## src/rtl/execute_upwards_mix_array_reader.sv

```systemverilog
// execute_upwards_mix_array_reader: streams len words from the mix_array read port onto a valid/ready stream.
// Define MIX_READER_SUM_EN to add the running-sum output of handshaken words.
module execute_upwards_mix_array_reader #(
   parameter int DataWidth    = 32,
   parameter int AddressRange = 33,
   parameter int AddressWidth = 6
) (
   input  logic                    clk,
   input  logic                    reset,
   input  logic                    start,
   input  logic [AddressWidth-1:0] base,
   input  logic [AddressWidth-1:0] len,
   output logic                    busy,
   output logic                    done,
   output logic                    err,
   output logic [AddressWidth-1:0] address1,
   output logic                    ce1,
   input  logic [DataWidth-1:0]    q1,
   output logic [DataWidth-1:0]    m_data,
   output logic                    m_valid,
   input  logic                    m_ready,
   output logic                    m_last,
`ifdef MIX_READER_SUM_EN
   output logic [DataWidth+AddressWidth-1:0] sum,
`endif
   output logic [1:0]              fsm_state
);

   // Stream handshake: a beat transfers on a rising edge where m_valid && m_ready; m_valid never
   // depends on m_ready, and m_data/m_last hold while m_valid && !m_ready.
   localparam logic [1:0] S_IDLE  = 2'd0;
   localparam logic [1:0] S_RUN   = 2'd1;
   localparam logic [1:0] S_DRAIN = 2'd2;
   localparam logic [1:0] S_DONE  = 2'd3;

   localparam logic [AddressWidth-1:0] RANGE     = AddressWidth'(AddressRange);
   localparam logic [AddressWidth-1:0] LAST_ADDR = AddressWidth'(AddressRange - 1);
   localparam logic [AddressWidth-1:0] ONE       = AddressWidth'(1);

   logic [1:0]              state;
   logic [AddressWidth-1:0] ptr;
   logic [AddressWidth-1:0] len_q;
   logic [AddressWidth-1:0] issued;
   logic                    inflight;
   logic                    inflight_last;
   logic [1:0]              count;
   logic [DataWidth-1:0]    head_data;
   logic [DataWidth-1:0]    tail_data;
   logic                    head_last;
   logic                    tail_last;
   logic                    err_q;
   logic                    cmd_bad;
   logic                    accept;
   logic                    pop;
   logic                    push;
   logic                    last_issue;
   logic [2:0]              occ;

   assign cmd_bad    = (base >= RANGE) || (len > RANGE);
   assign accept     = (state == S_IDLE) && start && !cmd_bad;
   assign m_valid    = (count != 2'd0);
   assign pop        = m_valid && m_ready;
   assign push       = inflight;
   assign occ        = {1'b0, count} + {2'b00, inflight};
   // A slot freed by this cycle's pop is reusable, so back-to-back reads sustain one word per cycle.
   assign ce1        = (state == S_RUN) && (issued != len_q) &&
                       ((occ < 3'd2) || ((occ == 3'd2) && pop));
   assign last_issue = ce1 && (issued == len_q - ONE);

   assign address1  = ptr;
   assign busy      = (state != S_IDLE);
   assign done      = (state == S_DONE);
   assign err       = err_q;
   assign m_data    = head_data;
   assign m_last    = m_valid && head_last;
   assign fsm_state = state;

   always_ff @(posedge clk or negedge reset) begin
      if (!reset) begin
         state <= S_IDLE;
         len_q <= '0;
         err_q <= 1'b0;
      end else begin
         err_q <= 1'b0;
         case (state)
            S_IDLE: begin
               if (start) begin
                  if (cmd_bad) begin
                     err_q <= 1'b1;
                  end else if (len == '0) begin
                     state <= S_DONE;
                  end else begin
                     state <= S_RUN;
                     len_q <= len;
                  end
               end
            end
            S_RUN:   if (last_issue) state <= S_DRAIN;
            S_DRAIN: if (pop && head_last && !inflight) state <= S_DONE;
            default: state <= S_IDLE;
         endcase
      end
   end

   always_ff @(posedge clk or negedge reset) begin
      if (!reset) begin
         ptr           <= '0;
         issued        <= '0;
         inflight      <= 1'b0;
         inflight_last <= 1'b0;
      end else begin
         inflight      <= ce1;
         inflight_last <= last_issue;
         if (accept) begin
            ptr    <= base;
            issued <= '0;
         end else if (ce1) begin
            ptr    <= (ptr == LAST_ADDR) ? '0 : ptr + ONE;
            issued <= issued + ONE;
         end
      end
   end

   // Two-entry FIFO; head register drives the stream directly.
   always_ff @(posedge clk or negedge reset) begin
      if (!reset) begin
         count     <= 2'd0;
         head_data <= '0;
         tail_data <= '0;
         head_last <= 1'b0;
         tail_last <= 1'b0;
      end else begin
         case ({push, pop})
            2'b10: begin
               if (count == 2'd0) begin
                  head_data <= q1;
                  head_last <= inflight_last;
               end else begin
                  tail_data <= q1;
                  tail_last <= inflight_last;
               end
               count <= count + 2'd1;
            end
            2'b01: begin
               head_data <= tail_data;
               head_last <= tail_last;
               count     <= count - 2'd1;
            end
            2'b11: begin
               if (count == 2'd1) begin
                  head_data <= q1;
                  head_last <= inflight_last;
               end else begin
                  head_data <= tail_data;
                  head_last <= tail_last;
                  tail_data <= q1;
                  tail_last <= inflight_last;
               end
            end
            default: ;
         endcase
      end
   end

`ifdef MIX_READER_SUM_EN
   always_ff @(posedge clk or negedge reset) begin
      if (!reset) begin
         sum <= '0;
      end else if (accept) begin
         sum <= '0;
      end else if (pop) begin
         sum <= sum + {{AddressWidth{1'b0}}, m_data};
      end
   end
`endif

endmodule

```

## config.mk

```make
export PLATFORM = sky130hd
export DESIGN_NAME = execute_upwards_mix_array_reader
export DESIGN_NICKNAME = d
export VERILOG_FILES = /design/src/rtl/execute_upwards_mix_array_reader.sv
export SDC_FILE = /design/constraint.sdc
export NUM_CORES = 1
export LEC_CHECK = 0
export ABC_AREA = 1
export CORE_UTILIZATION = 56
export DETAILED_ROUTE_END_ITERATION = 7
export GPL_ROUTABILITY_DRIVEN = 1
export PLACE_DENSITY = 0.91
export SYNTH_ARGS = -nofsm -noshare
export SYNTH_HDL_FRONTEND = slang
export SYNTH_SLANG_ARGS = --single-unit
```

## constraint.sdc

```tcl
create_clock -name clk -period 3.7 [get_ports clk]
set_input_delay 0.925 -clock clk [delete_from_list [all_inputs] [get_ports clk]]
set_output_delay 0.925 -clock clk [all_outputs]
set_load 0.01 [all_outputs]
```

**Word-level counts from Yosys, hierarchy flattened**

Index checks and enable logic that the tools add are counted.

- Bits in registers: 91
- Input port bits: 48
- Output and inout port bits: 46
- Logic and storage cells: 95

- Mux-type cells: 27
- Reductions and logical operators: 27
- Order comparisons: 3
- Eq/ne operators: 18
- Add/subtract/negate cells: 6
- Bitwise logic cells: 2

Operators by type and width:

| cell | number |
|---|---|
| $mux 32 | 4 |
| $pmux 32 s3 | 1 |
| $pmux 32 s2 | 1 |
| $mux 6 | 5 |
| $ne 2x2->1 const B | 7 |
| $add 6x1->6 const B | 2 |
| $logic_and 1x1->1 | 10 |
| $mux 2 | 5 |
| $reduce_bool 2->1 | 5 |
| $eq 2x2->1 const B | 4 |
| $reduce_and 4->1 | 2 |
| $mux 1 | 7 |
| $eq 2x1->1 const B | 3 |
| $eq 6x6->1 | 1 |
| $eq 6x6->1 const B | 1 |
| $ge 6x6->1 const B | 1 |
| $gt 6x6->1 const B | 1 |
| $logic_not 6->1 | 1 |
| $ne 6x6->1 | 1 |
| $pmux 2 s3 | 1 |
| $sub 6x1->6 const B | 1 |
| $logic_not 2->1 | 2 |
| $pmux 2 s2 | 1 |
| $add 2x1->3 | 1 |
| other kinds (12) | 15 |

**Longest topological paths before layout**

Gate-level depths: netlist (run 1).

- Depth in word-level cells: 8
- Depth in mapped cells: 13
- Mapped depth without buffers: 13

**Least setup slack after synthesis (run 1)**

No wires, ideal clock.

- Path type: input -> output
- Start: input port m_ready
- End: output port ce1
- Stages on the path: 6
- Slack: 1209 ps
- Data arrival time: 1566 ps
- Required time: 2775 ps
- Buffers on the path: 0
- Cells stage by stage: inv_1 > nor2_4 > nand4_2 > a21oi_2 > nand2_4 > inv_6

- Cells in the longest elaborated chain, start to end: 4

RTL lines:

| item | RTL line | RTL |
|---|---|---|
| from (decl) | 21 | `input logic m_ready,` |
| $logic_and 1x1->1 | 62 | `assign pop = m_valid && m_ready;` |
| $logic_and 1x1->1 | 67 | `((occ < 3'd2) \|\| ((occ == 3'd2) && pop));` |
| $logic_or 1x1->1 | 67 |  |
| $logic_and 1x1->1 | 66 | `assign ce1 = (state == S_RUN) && (issued != len_q) &&` |
| to (decl) | 17 | `output logic ce1,` |

Every way passes these cells.

**Worst setup path in the final report (run 1)**

Ends and elaborated chain as after synthesis.

==> results.json, run 1 <==
{
  "grt_use_total_pct": 28.17,
  "drt-pass1-iter-count": 7,
  "gp_congestion": 0.8513,
  "p_int_mw": 3.031,
  "seq_power_share_pct": 36.0,
  "path_buf_inv": 4,
  "required_ns": 2.77,
  "cts_setup_buffers": 0,
  "nNetsFinal": 675,
  "yosys.cell_types.count": 35,
  "crit_path_start_kind": "input pin",
  "synth_top_area_share_pct": 48.07,
  "cp_slowest_cell": "clkdlybuf4s50_1",
  "relSlewSlack_pct": 24.08,
  "leakage_nw": 2.718,
  "synth_area_um2": 4737,
  "overflow": 0,
  "clockRootBuffer": "clkbuf_8",
  "cts_resized": 0,
  "synth_top_cells_by_count": "dfrtp_1, nand2_1, nand3_1",
  "yosysMostFrequentCell": "dfrtp_1",
  "placed_cell_area_um2": 5725,
  "pin_count": 94,
  "hold_path.class": "flop to flop",
  "design_area_um2": 5924,
  "clk_pin_slew_ns": 0.09,
  "ant_nets": 0,
  "synth_cells": 524,
  "fmax_mhz": 284.2,
  "wire_per_inst_um": 16.18,
  "slowest_delay_ns": 0.52,
  "layoutNonFillerInstCount": 721,
  "tns_ns": 0,
  "n_fill_cell": 591,
  "place_hpwl_um": 7828,
  "tritoncts": "built",
  "syn_to_final_growth_pct": 25.07,
  "grt_setup_unrepaired": "no",
  "crit_top_cell": "clkdlybuf4s50_1",
  "status": "finished, final reports clean",
  "async_flop_share_pct": 100.0,
  "syn_area_per_cell_um2": 9.040,
  "path_delay_family": "buffers and inverters",
  "yosysWarnings": 0,
  "p_sw_share_pct": 40.36,
  "arrival_ns": 2.59,
  "placed_cells": 705,
  "power_mw": 5.083,
  "numCtsBuffers": 9,
  "synth-seq-cells": 91,
  "maxSlewViolCount": 0,
  "ir_drop_mv": 0.3363,
  "hold_viol_final": 0,
  "cts_num_sinks": 91,
  "die_x_um": 93.97,
  "setup_viol": 0,
  "post-route-util_pct": 72.10,
  "whs_ns": 0.4753,
  "num_rows": 33,
  "grt_pass1_vias": 4042,
  "cp-end-kind": "primary output",
  "grt_pass1_wl_um": 19130,
  "drc_errors": 0,
  "h-tree-depth": 3,
  "synth_seq_area_share_pct": 48.07,
  "cts.path.max_buffers": 2,
  "preCtsSetupSlack_ns": 0.1794,
  "yosysTopAreaCell": "dfrtp_1",
  "cap_viol_max_count": 0,
  "antennaDiodeCount": 0,
  "drtIter0Drc": 217,
  "ctsHoldBuffers": 0,
  "grt_max_degree": 92,
  "core_um2": 8217,
  "io_buffers": 93,
  "clock_latency_ns": 0.36,
  "p_per_area_nw_per_um2": 857.9,
  "fin_crit_ns": 3.518,
  "ys_top_cells_by_area": "dfrtp_1, nand2_1, nand3_1",
  "die_area_um2": 8830,
  "die_h_um": 93.97,
  "synth_ff_type": "dfrtp_1",
  "skew_ns": 0.009120,
  "cp_cell_sequence": "clkdlybuf4s50_1 -> inv_1 -> nor2_4 -> nand4_2 -> a21oi_2 -> nand2_4 -> inv_6 -> clkdlybuf4s50_1",
  "multi_input_area_um2": 2166,
  "power_frac_clock_pct": 13.6,
  "start_util_pct": 57.65,
  "worst_slack_ns": 0.1819,
  "p_switching_mw": 2.051,
  "finalCritPeriodShare_pct": 95.08,
  "drive_above_1_share_pct": 11.04,
  "seq_area_um2": 2277,
  "via_count": 4160,
  "vias_per_cell": 5.770,
  "worst_slew_pin_slew_ns": 1.139,
  "antenna_found_initial": 0,
  "synth_edf_count": 0,
  "path_class": "input pin to primary output",
  "syn-num-nets": 588,
  "path_max_fanout": 9,
  "wirelength_um": 11670,
  "p_comb_share_pct": 50.4
}
==> worst paths after layout <==
path / startpoint / to / slack (ns) / cells after the start
max: m_ready / ce1 / 0.18 / 8
min: tail_data[3] / tail_data[3] / 0.48 / 2
max reg2reg: count[1] / tail_data[10] / 1.26 / 9
min reg2reg: tail_data[3] / tail_data[3] / 0.48 / 2
max in group asynchronous: reset / issued[4] / 2.18 / 1
min in group asynchronous: reset / m_data[18] / 0.77 / 1
==> placed cells by master (no fill, tap or decap), drive strengths merged, types with 5 or more instances in the layout <==
cell,Yosys,routed
nand2,95,95
mux2,24,24
a21oi,5,5
nor2,61,61
a31oi,34,34
inv,44,46
o21ai,47,47
dfrtp,91,91
nand3,63,63
buf,11,8
clkdlybuf4s50,0,92
o211ai,6,6
clkbuf,13,10
ha,16,16
==> sequential cells by signal, summed over array words and instances (netlist names) <==
register	cells
inflight_last	1
inflight	1
address1	6
tail_last	1
len_q	6
tail_data	32
count	2
err	1
head_last	1
issued	6
m_data	32
fsm_state	2
==> cell type report <==
type | instances | area share, %
clock buffer | 10 | 2.154
timing repair buffer | 100 | 16.56
sequential | 91 | 38.44
clock inverter | 6 | 1.204
inverter | 44 | 2.872
multi-input combinational | 365 | 36.56
tap | 105 | 2.218
==> layer usage <==
metal	global-route usage (%)	share of wire (%)	vias to the layer above
li1	-	-	1939
met1	35.52	39	2018
met2	48.24	52	177
met3	5.421	6.8	26
met4	9.744	2.1	0
met5	0	0	-
==> cell families after synthesis <==
logic type | after synthesis | synth area share [%]
compound gates | 93 | 11.33
xor+xnor | 6 | 1.109
fa+ha+maj | 16 | 4.226
buf+inv | 68 | 6.365
flops | 91 | 48.07
mux | 24 | 7.290
simple gates | 226 | 21.61
==> power groups by stage <==
stage	Combinational [mW]	Clock [mW]	Sequential [mW]
3_3_place_gp	2.42	0	1.79
3_5_place_dp	2.54	0	1.83
4_1_cts	2.57	0.697	1.82
5_1_grt	2.83	0.744	1.88
6_report	2.56	0.690	1.83
2_1_floorplan	1.55	0	1.85
==> worst reg2reg max path, stage by stage (launching register included) <==
cell,delay [ns]
dfrtp_1,0.40
inv_1,0.10
ha_1,0.27
nor2_4,0.19
inv_1,0.10
ha_1,0.21
nand2_1,0.11
nand2_4,0.10
nand2_4,0.42
mux2_2,0.41
(Power assumes the default switching activity.)
==> run 2: changes to the inputs <==
--- a/config.mk
+++ b/config.mk
@@ -10,6 +10,7 @@
 export DETAILED_ROUTE_END_ITERATION = 7
 export GPL_ROUTABILITY_DRIVEN = 1
 export PLACE_DENSITY = 0.91
+export RECOVER_POWER = 100
 export SYNTH_ARGS = -nofsm -noshare
 export SYNTH_HDL_FRONTEND = slang
 export SYNTH_SLANG_ARGS = --single-unit
==> run 2 against run 1 <==
  * The run now ends with capacitance limit, slew limit left
  * Worst setup slack improved by 0.015 ns
  * Die area is the same
  * Non-clock buffer count stayed put
  * Hold slack better by 0.0020 ns
  * Global-route usage stayed put
  * Maximum frequency grew 0.44%
==> results.json, run 2 (synthesis gave the netlist of run 1 again) <==
{
  "place_hpwl_um": 7828,
  "start_util_pct": 57.65,
  "layout_commonest_cell": "dfrtp_1",
  "path_buf_inv": 4,
  "via_count": 4162,
  "tritoncts": "built",
  "r2r_slack_ns": 0.77,
  "hold_depth": 2,
  "wirelength_um": 11630,
  "setup_viol": 0,
  "multi_input_area_um2": 2048,
  "cp_slowest_cell": "clkdlybuf4s50_1",
  "r2r-end": "m_data[10]",
  "cts_num_sinks": 91,
  "numCtsBuffers": 9,
  "arrival_ns": 2.58,
  "fmax_mhz": 285.5,
  "drc_errors": 0,
  "grt_use_total_pct": 28.17,
  "wire_per_inst_um": 16.13,
  "required_ns": 2.77,
  "antenna_found_initial": 0,
  "ir_drop_mv": 0.3265,
  "hold_path.class": "flop to flop",
  "leakage_nw": 2.628,
  "crit_path_start_kind": "input pin",
  "die_area_um2": 8830,
  "vias_per_cell": 5.773,
  "cap_viol_max_count": 1,
  "cp-end-kind": "primary output",
  "clk_pin_slew_ns": 0.09,
  "crit_top_cell": "clkdlybuf4s50_1",
  "reg2reg_depth": 7,
  "core_um2": 8217,
  "status": "finished with violations",
  "grt_pass1_wl_um": 19130,
  "drive_above_1_share_pct": 6.331,
  "h-tree-depth": 3,
  "num_rows": 33,
  "seq_area_um2": 2277,
  "slowest_delay_ns": 0.52,
  "grt_max_degree": 92,
  "layoutNonFillerInstCount": 721,
  "path_max_fanout": 9,
  "cts_setup_buffers": 0,
  "worst_slack_ns": 0.1973,
  "timing.rr.start": "count[1]",
  "maxSlewViolCount": 92,
  "cp_cell_sequence": "clkdlybuf4s50_1 -> inv_1 -> nor2_4 -> nand4_2 -> a21oi_2 -> nand2_4 -> inv_6 -> clkdlybuf4s50_1",
  "final_cell_mix": "dfrtp_1, nand2_1, nand3_1",
  "drt-pass1-iter-count": 4,
  "fin_crit_ns": 3.503,
  "overflow": 0,
  "syn_to_final_growth_pct": 22.45,
  "gp_congestion": 0.8513,
  "n_fill_cell": 634,
  "min_to": "tail_data[1]",
  "die_h_um": 93.97,
  "tns_ns": 0,
  "placed_cells": 705,
  "path_class": "input pin to primary output",
  "relSlewSlack_pct": -46.59,
  "worst_slew_pin_slew_ns": 2.199,
  "grt_setup_unrepaired": "no",
  "hp-start": "tail_data[1]",
  "hold_viol_final": 0,
  "post-route-util_pct": 70.60,
  "clock_latency_ns": 0.36,
  "cts_resized": 0,
  "path_delay_family": "buffers and inverters",
  "preCtsSetupSlack_ns": 0.1794,
  "nNetsFinal": 675,
  "io_buffers": 93,
  "skew_ns": 0.01010,
  "finalCritPeriodShare_pct": 94.67,
  "grt_pass1_vias": 4042,
  "violations": "capacitance limit, slew limit",
  "p_per_area_nw_per_um2": 831.3,
  "die_x_um": 93.97,
  "cts.path.max_buffers": 2,
  "pin_count": 94,
  "ctsHoldBuffers": 0,
  "clockRootBuffer": "clkbuf_8",
  "antennaDiodeCount": 0,
  "drtIter0Drc": 196,
  "ant_nets": 0,
  "power_mw": 4.822
}
-- run 2: cell count changes in the layout (fill, tap and decap cells not counted), sizes merged --
cell / delta
clkbuf: +2
buf: -2
dlygate4sd3: +46
clkinv: +1
inv: -1
clkdlybuf4s50: -46
-- run 2: through the flow --
stage | hold slack (ns) | instance area (um^2)
after floorplan | 0.4356 | 4737
after global placement | 0.4466 | 5725
after detailed placement | 0.4524 | 5725
after CTS | 0.4740 | 5924
after global routing | 0.5003 | 5801
final | 0.4772 | 5801
-- run 2: routing by layer --
| layer | vias to the layer above | track usage, % | wire length, um |
|---|---|---|---|
| met2 | 188 | 48.24 | 5927 |
| met5 | - | 0 | 0 |
| met1 | 2005 | 35.52 | 4646 |
| li1 | 1945 | - | - |
| met4 | 0 | 9.744 | 249 |
| met3 | 24 | 5.421 | 809 |
-- run 2: how the worst max path moves through the flow --
stage	slack [ns]	to	from	cells after the start
after detailed placement	0.18	ce1	m_ready	8
final	0.20	ce1	m_ready	8
after global placement	0.20	ce1	m_ready	8
after global routing	0.12	ce1	m_ready	8
after CTS	0.17	ce1	m_ready	8
after floorplan	1.21	ce1	m_ready	6
-- run 2: final cells by class --
cell class,count,area share (%)
multi-input combinational,365,35.31
sequential,91,39.26
clock inverter,6,1.230
timing repair buffer,100,16.80
clock buffer,10,2.200
inverter,44,2.934
tap,105,2.265
-- run 2: power by group --
part	internal, mW	switching (mW)
Clock	0.319	0.373
Sequential	1.48	0.334
Combinational	1.02	1.30
Total	2.81	2.01
-- run 2: worst min-delay path, delay by kind of cell (launching register included) --
family        cells  cell delay [ns]
simple gates      2             0.10
flops             1             0.35
